<file path="src/rtl/mfp_spi_arbiter_sequencer.sv">
// Shares one SPI mode-0 bus among N_REQ requesters, each with its own active-low chip select.
// Arbitration is round-robin by default; define MFP_SPI_ARB_FIXED_PRIORITY_EN for lowest-index-wins.
//
// state | meaning
// IDLE  | no transaction; a set req is arbitrated and granted on the next edge
// SETUP | CS low, SCLK low, MSB presented on MOSI for CS_SETUP cycles
// XFER  | per bit: CLK_DIV cycles SCLK low, then CLK_DIV cycles SCLK high
// HOLD  | CS still low for CS_HOLD cycles after the last SCLK fall
// GAP   | all CS high, busy still set for CS_HOLD cycles before re-arbitration
module mfp_spi_arbiter_sequencer #(
  parameter int N_REQ    = 2,
  parameter int MAX_BITS = 16,
  parameter int CLK_DIV  = 25,
  parameter int CS_SETUP = 4,
  parameter int CS_HOLD  = 4
) (
  input  logic                        SI_ClkIn,
  input  logic                        SI_Reset,
  input  logic [N_REQ-1:0]            req,
  input  logic [N_REQ*5-1:0]          req_len,
  input  logic [N_REQ*MAX_BITS-1:0]   req_tx,
  output logic [N_REQ-1:0]            gnt,
  output logic [N_REQ-1:0]            done,
  output logic [MAX_BITS-1:0]         rx_data,
  output logic                        busy,
  output logic                        SPI_SCLK,
  output logic                        SPI_MOSI,
  input  logic                        SPI_MISO,
  output logic [N_REQ-1:0]            SPI_CS_N
);

  localparam int PW   = (N_REQ > 1) ? $clog2(N_REQ) : 1;
  localparam int BW   = $clog2(MAX_BITS);
  localparam int CMAX = (CLK_DIV > CS_SETUP) ?
                        ((CLK_DIV > CS_HOLD) ? CLK_DIV : CS_HOLD) :
                        ((CS_SETUP > CS_HOLD) ? CS_SETUP : CS_HOLD);
  localparam int CW   = $clog2(CMAX + 1);

  typedef enum logic [2:0] {IDLE, SETUP, XFER, HOLD, GAP} state_t;

  state_t              state;
  logic [PW-1:0]       ptr;
  logic [CW-1:0]       cnt;
  logic [BW-1:0]       bit_idx;
  logic [MAX_BITS-1:0] tx_lat;
  logic [MAX_BITS-1:0] rx_sh;

  logic                win_valid;
  logic [N_REQ-1:0]    win_oh;
  logic [PW-1:0]       win_idx;
  logic [4:0]          win_len;
  logic [MAX_BITS-1:0] win_tx;
  logic [BW-1:0]       win_top;

  // Winner search starts at the pointer and wraps; the first set req found wins.
  always_comb begin
    int j;
    int len_i;
    j         = 0;
    len_i     = 0;
    win_valid = 1'b0;
    win_oh    = '0;
    win_idx   = '0;
    win_len   = '0;
    win_tx    = '0;
    for (int i = 0; i < N_REQ; i++) begin
`ifdef MFP_SPI_ARB_FIXED_PRIORITY_EN
      j = i;
`else
      j = int'(ptr) + i;
      if (j >= N_REQ) j = j - N_REQ;
`endif
      if (req[j] && !win_valid) begin
        win_valid = 1'b1;
        win_oh[j] = 1'b1;
        win_idx   = PW'(j);
        win_len   = req_len[j*5 +: 5];
        win_tx    = req_tx[j*MAX_BITS +: MAX_BITS];
      end
    end
    len_i = int'(win_len);
    if (len_i == 0 || len_i > MAX_BITS) len_i = MAX_BITS;
    win_top = BW'(len_i - 1);
  end

  always_ff @(posedge SI_ClkIn) begin
    if (SI_Reset) begin
      state    <= IDLE;
      ptr      <= '0;
      cnt      <= '0;
      bit_idx  <= '0;
      tx_lat   <= '0;
      rx_sh    <= '0;
      gnt      <= '0;
      done     <= '0;
      rx_data  <= '0;
      busy     <= 1'b0;
      SPI_SCLK <= 1'b0;
      SPI_MOSI <= 1'b0;
      SPI_CS_N <= '1;
    end else begin
      done <= '0;
      unique case (state)
        IDLE: begin
          if (win_valid) begin
            gnt      <= win_oh;
            SPI_CS_N <= ~win_oh;
            busy     <= 1'b1;
            tx_lat   <= win_tx;
            bit_idx  <= win_top;
            rx_sh    <= '0;
            SPI_MOSI <= win_tx[win_top];
            ptr      <= (win_idx == PW'(N_REQ - 1)) ? '0 : win_idx + 1'b1;
            cnt      <= CW'(CS_SETUP - 1);
            state    <= SETUP;
          end
        end
        SETUP: begin
          if (cnt != '0) begin
            cnt <= cnt - 1'b1;
          end else begin
            cnt   <= CW'(CLK_DIV - 1);
            state <= XFER;
          end
        end
        XFER: begin
          // SCLK itself marks which half of the bit period is running.
          if (cnt != '0) begin
            cnt <= cnt - 1'b1;
          end else if (!SPI_SCLK) begin
            SPI_SCLK <= 1'b1;
            rx_sh    <= {rx_sh[MAX_BITS-2:0], SPI_MISO};
            cnt      <= CW'(CLK_DIV - 1);
          end else begin
            SPI_SCLK <= 1'b0;
            if (bit_idx == '0) begin
              SPI_MOSI <= 1'b0;
              cnt      <= CW'(CS_HOLD - 1);
              state    <= HOLD;
            end else begin
              bit_idx  <= bit_idx - 1'b1;
              SPI_MOSI <= tx_lat[bit_idx - 1'b1];
              cnt      <= CW'(CLK_DIV - 1);
            end
          end
        end
        HOLD: begin
          if (cnt != '0) begin
            cnt <= cnt - 1'b1;
          end else begin
            SPI_CS_N <= '1;
            gnt      <= '0;
            done     <= gnt;
            rx_data  <= rx_sh;
            cnt      <= CW'(CS_HOLD - 1);
            state    <= GAP;
          end
        end
        GAP: begin
          if (cnt != '0) begin
            cnt <= cnt - 1'b1;
          end else begin
            busy  <= 1'b0;
            state <= IDLE;
          end
        end
        default: state <= IDLE;
      endcase
    end
  end

endmodule
</file>
<file path="config.mk">
export PLATFORM = sky130hd
export DESIGN_NAME = mfp_spi_arbiter_sequencer
export DESIGN_NICKNAME = d
export VERILOG_FILES = /design/src/rtl/mfp_spi_arbiter_sequencer.sv
export SDC_FILE = /design/constraint.sdc
export NUM_CORES = 1
export LEC_CHECK = 0
export ABC_AREA = 1
export CORE_AREA = 2 2 94 96
export CTS_CLUSTER_SIZE = 20
export DETAILED_ROUTE_END_ITERATION = 8
export DIE_AREA = 0 0 96 98
export DONT_BUFFER_PORTS = 1
export HOLD_SLACK_MARGIN = 0.1
export SYNTH_ARGS = -nofsm -noshare
export SYNTH_HDL_FRONTEND = slang
export SYNTH_SLANG_ARGS = --single-unit
</file>
<file path="constraint.sdc">
create_clock -name SI_ClkIn -period 2.2 [get_ports SI_ClkIn]
set_input_delay 0.44 -clock SI_ClkIn [delete_from_list [all_inputs] [get_ports SI_ClkIn]]
set_output_delay 0.44 -clock SI_ClkIn [all_outputs]
set_load 0.05 [all_outputs]
</file>
==> out/qor_table.md <==
| Stage | Item | This run |
|:---|:---|:---|
| outcome | Run status | completed |
| job | Number of violations of the max-capacitance limit | 0 |
| synthesis | Post-synthesis cell count | 628 |
| die | I/O pin cnt | 72 |
| die | Die Footprint | 9410 µm² |
| worst setup path | Worst reg2reg setup slack | 0.14 ns |
| synthesis | Post-Syn Area | 4060 µm² |
| synthesis | Synthesized area per cell | 6.47 µm² |
| power and ir drop | Leakage power figure | 0.00204 µW |
| die | Die boundary width | 96 µm |
| worst setup path | Buf/Inv on CP | 1 |
| clocking | Buffers inserted during post-CTS setup optimization | 0 |
| worst setup path | Critical path capture point type | flop |
| power and ir drop | Power density normalized to cell area | 1390 nW/µm² |
| sta | Ratio of final minimum period to clock period | 93.4% |
| sta | Actual slew at the worst max-slew pin | 0.549 ns |
| detailed routing | Overall via count from detail_route | 3935 |
| worst setup path | Startpoint type of the worst setup path | flop |
| power and ir drop | Seq pwr share | 32.7% |
| synthesis | Yosys warning total | 0 |
| sta | Max Freq | 486 MHz |
| global routing | Global routing usage on met2 | 30.9% |
| clocking | Maximum number of buffers from clock root to sink | 2 |
| clocking | Number of clock buffers inserted by TritonCTS | 9 |
| placed design | Cell Area, Placed | 4240 µm² |
| sta | Final number of hold-violating endpoints | 0 |
| worst setup path | Most prevalent standard cell on the critical path | sky130_fd_sc_hd__nand2_2 |
| detailed routing | Initial drt markers | 168 |
| finish | Net count reported at finish | 682 |
| power and ir drop | Final Total Pwr | 6190 µW |
| finish | Final core utilization | 52.6% |
| detailed routing | Remaining routing DRC violations | 0 |
| clocking | Total number of clock tree sinks | 70 |
| sta | RSZ-0062 raised after global routing | true |
| global routing | Met1 Resource Use GR | 33.4% |
| synthesis | Cell with the most instances after synthesis | sky130_fd_sc_hd__nand2_1 |
| die | Chip Height | 98 µm |
| power and ir drop | Power share of the clock group | 15.3% |
| synthesis | Sequential element share of the synthesized area | 34.5% |
| detailed routing | Number of iterations in the first detailed-routing pass | 6 |
| synthesis | Synth area leader | sky130_fd_sc_hd__dfxtp_1 |
| global routing | Maximum number of pins on one net before global-route repair | 43 |
| synthesis | Top cells by area in the synthesized netlist | sky130_fd_sc_hd__dfxtp_1 35%, sky130_fd_sc_hd__nand2_1 15%, sky130_fd_sc_hd__o21ai_0 9.9%, sky130_fd_sc_hd__nor2_1 6.9%, sky130_fd_sc_hd__inv_1 5.8% |
| power and ir drop | Cell internal power dissipation | 3160 µW |
| power and ir drop | Maximum VDD drop | 0.405 mV |
| sta | Headroom to the max-slew limit | 63.3% |
| global routing | Total routing resource utilization after global routing | 22.0% |
| power and ir drop | Net Switching | 3030 µW |
| global routing | Vias in the first global route | 3592 |
| synthesis | Number of different library cells in the post-synthesis netlist | 42 |
| placed design | Port Buffer Count | 0 |
| global routing | Met3 capacity usage during global routing | 5.94% |
| sta | Setup violation total in the final timing report | 0 |
| sta | Worst slack on hold paths | 0.158 ns |
| worst setup path | Max FO, Critical Path | 8 |
| clocking | H-tree depth | 3 |
| placed design | Final weighted congestion in routability-driven placement | 0.904 |
| finish | Area added between synthesis and finish | 9.68% |
| clocking | Clock-pin slew of the registers on the worst-case setup and hold paths | 0.08 ns |
| synthesis | Primary FF master, synth | sky130_fd_sc_hd__dfxtp_1 |
| detailed routing | Antenna violation net count after detailed routing | 0 |
| global routing | First-pass GRT wire length | 16700 µm |
| detailed routing | Routed wire length | 9800 µm |
| detailed routing | Post-detailed-route via-to-cell ratio | 5.27 |
| global routing | Total congestion overflow | 0 |
| sta | Shortest clock period the worst path allows after layout | 2.06 ns |
| synthesis | Net Count, Synth | 677 |
| sta | Post-Route Skew | 0.0152 ns |
| finish | Fraction of final layout cells with drive strength greater than 1 | 11.8% |
| worst setup path | Slowest-stage cell, CP | sky130_fd_sc_hd__dfxtp_2 |
| worst setup path | Kind of critical path | reg -> reg |
| clocking | Root buf cell | sky130_fd_sc_hd__clkbuf_8 |
| power and ir drop | Fraction of power spent switching nets | 49.0% |
| die | Initial standard-cell utilization of the core | 48.0% |
| synthesis | Synth async-reset ratio | 0% |
| synthesis | EDFF count, synth | 0 |
| clocking | CTS tree | yes |
| detailed routing | Wirelength per Cell | 13.1 µm |
| die | Std cell rows | 34 |
| worst setup path | CP peak stage delay | 0.35 ns |
| hold path | Min-Delay Path Class | in -> reg |
| finish | Number of antenna diodes | 0 |
| placed design | Placed instance count | 730 |
| die | Std-Cell Core Area | 8470 µm² |
| placed design | Half-perimeter wire length of the detailed placement result | 7300 µm |
| worst setup path | Kind of cell with the highest combined delay on the critical path | simple AND/OR/NAND/NOR gates |
| global routing | Initial antenna violation count | 0 |
| synthesis | Area fraction of the dominant cell type after synthesis | 34.5% |
| global routing | Global routing's busiest layer | met1 |
| worst setup path | Worst path arrival time | 2.28 ns |
| worst setup path | Critical path required time | 2.42 ns |
| finish | Post-route insts no fill | 746 |
| synthesis | FF+latch count, synth | 70 |
| synthesis | Commonest cells post-synth | 161 x sky130_fd_sc_hd__nand2_1, 80 x sky130_fd_sc_hd__o21ai_0, 75 x sky130_fd_sc_hd__nor2_1 |
| power and ir drop | Combinational share of power | 52.0% |
| finish | Final design instance area without fill | 4450 µm² |
| worst setup path | CP Cell Sequence | buf_4, nand2_2, nand2_2, nand3_1, nand2_2, nor2_4, nand2_2, nand2_2, nand2_4, nand3_2, nor2_1, nor2_1, nand2_1, nand3_1, nand2_1, nand2_1, a21oi_1 |
| sta | Pins over their slew limit | 0 |
| clocking | Worst-skew pair later-pin latency | 0.34 ns |
[layout by cell type (no fill, tap or decap), drive strengths merged]
cell type	instances
nand2	176
nor3	5
nor2	82
o311ai	1
o21a	1
ha	2
nand3	23
a22o	16
o22ai	1
o211ai	2
a31oi	3
a221oi	4
a311oi	1
a21oi	49
a211oi	3
dfxtp	70
xnor2	2
nand3b	1
xor2	2
o31ai	1
clkinvlp	3
and3	1
nand4	1
inv	69
buf	22
o21ai	81
clkinv	5
a21boi	1
clkbuf	10
[repair_timing]
action	in CTS	in global routing
setup endpoints to repair	0	15
hold buffers	0	0
resized for setup	0	9
[power by group through the flow]
| stage | logic (µW) | clock network (µW) | registers, µW |
|---|---|---|---|
| floorplan | 2400 | 0 | 2020 |
| global placement | 3120 | 0 | 2050 |
| detailed placement | 3150 | 0 | 2050 |
| CTS | 3170 | 974 | 2020 |
| global route | 3640 | 1030 | 2070 |
| finish | 3220 | 947 | 2030 |
[worst paths after layout]
check                          from                     end  cells past startpoint
min reg2reg  rx_sh[12]$_SDFFE_PP0P_  rx_sh[13]$_SDFFE_PP0P_                      2
max reg2reg                    flop   SPI_MOSI$_SDFFE_PP0P_                     17
min                        SI_Reset  rx_sh[15]$_SDFFE_PP0P_                      1
max                            flop   SPI_MOSI$_SDFFE_PP0P_                     17
[per-stage QoR]
step	TNS, ns	setup slack, ns
after floorplan	0	0.295
after global placement	0	0.171
after detailed placement	0	0.120
after CTS	0	0.102
after global routing	-0.0551	-0.0551
final	0	0.144
[per-layer routing]
layer / vias to the layer above / routed length [µm]
li1: 2054 / -
met1: 1772 / 4910
met2: 102 / 4190
met3: 7 / 647
met4: 0 / 44
met5: - / 0
[cell families after synthesis]
group | synth area share [%]
adders and majority gates | 0.616
xor gates and xnor gates | 0.863
AOI/OAI and AO/OA | 23.2
buffers and inverters | 9.86
and+or+nand+nor | 30.9
DFF | 34.5
[layout make-up]
class	count	area (µm²)
multi-input cells	459	2280
repair buffers	22	185
flip-flops and latches	70	1400
inverters	71	272
clock buffers	10	138
clock inverters	6	45.0
well taps	108	135
fillers	864	4010
[state kept, by name (all words and copies together), names as in the netlist, named ones only]
register	cells
SPI_CS_N	2
SPI_MOSI	1
SPI_SCLK	1
bit_idx	4
busy	1
cnt	5
done	2
gnt	2
rx_data	16
rx_sh	16
state	3
tx_lat	16
(Power assumes the default switching activity.)
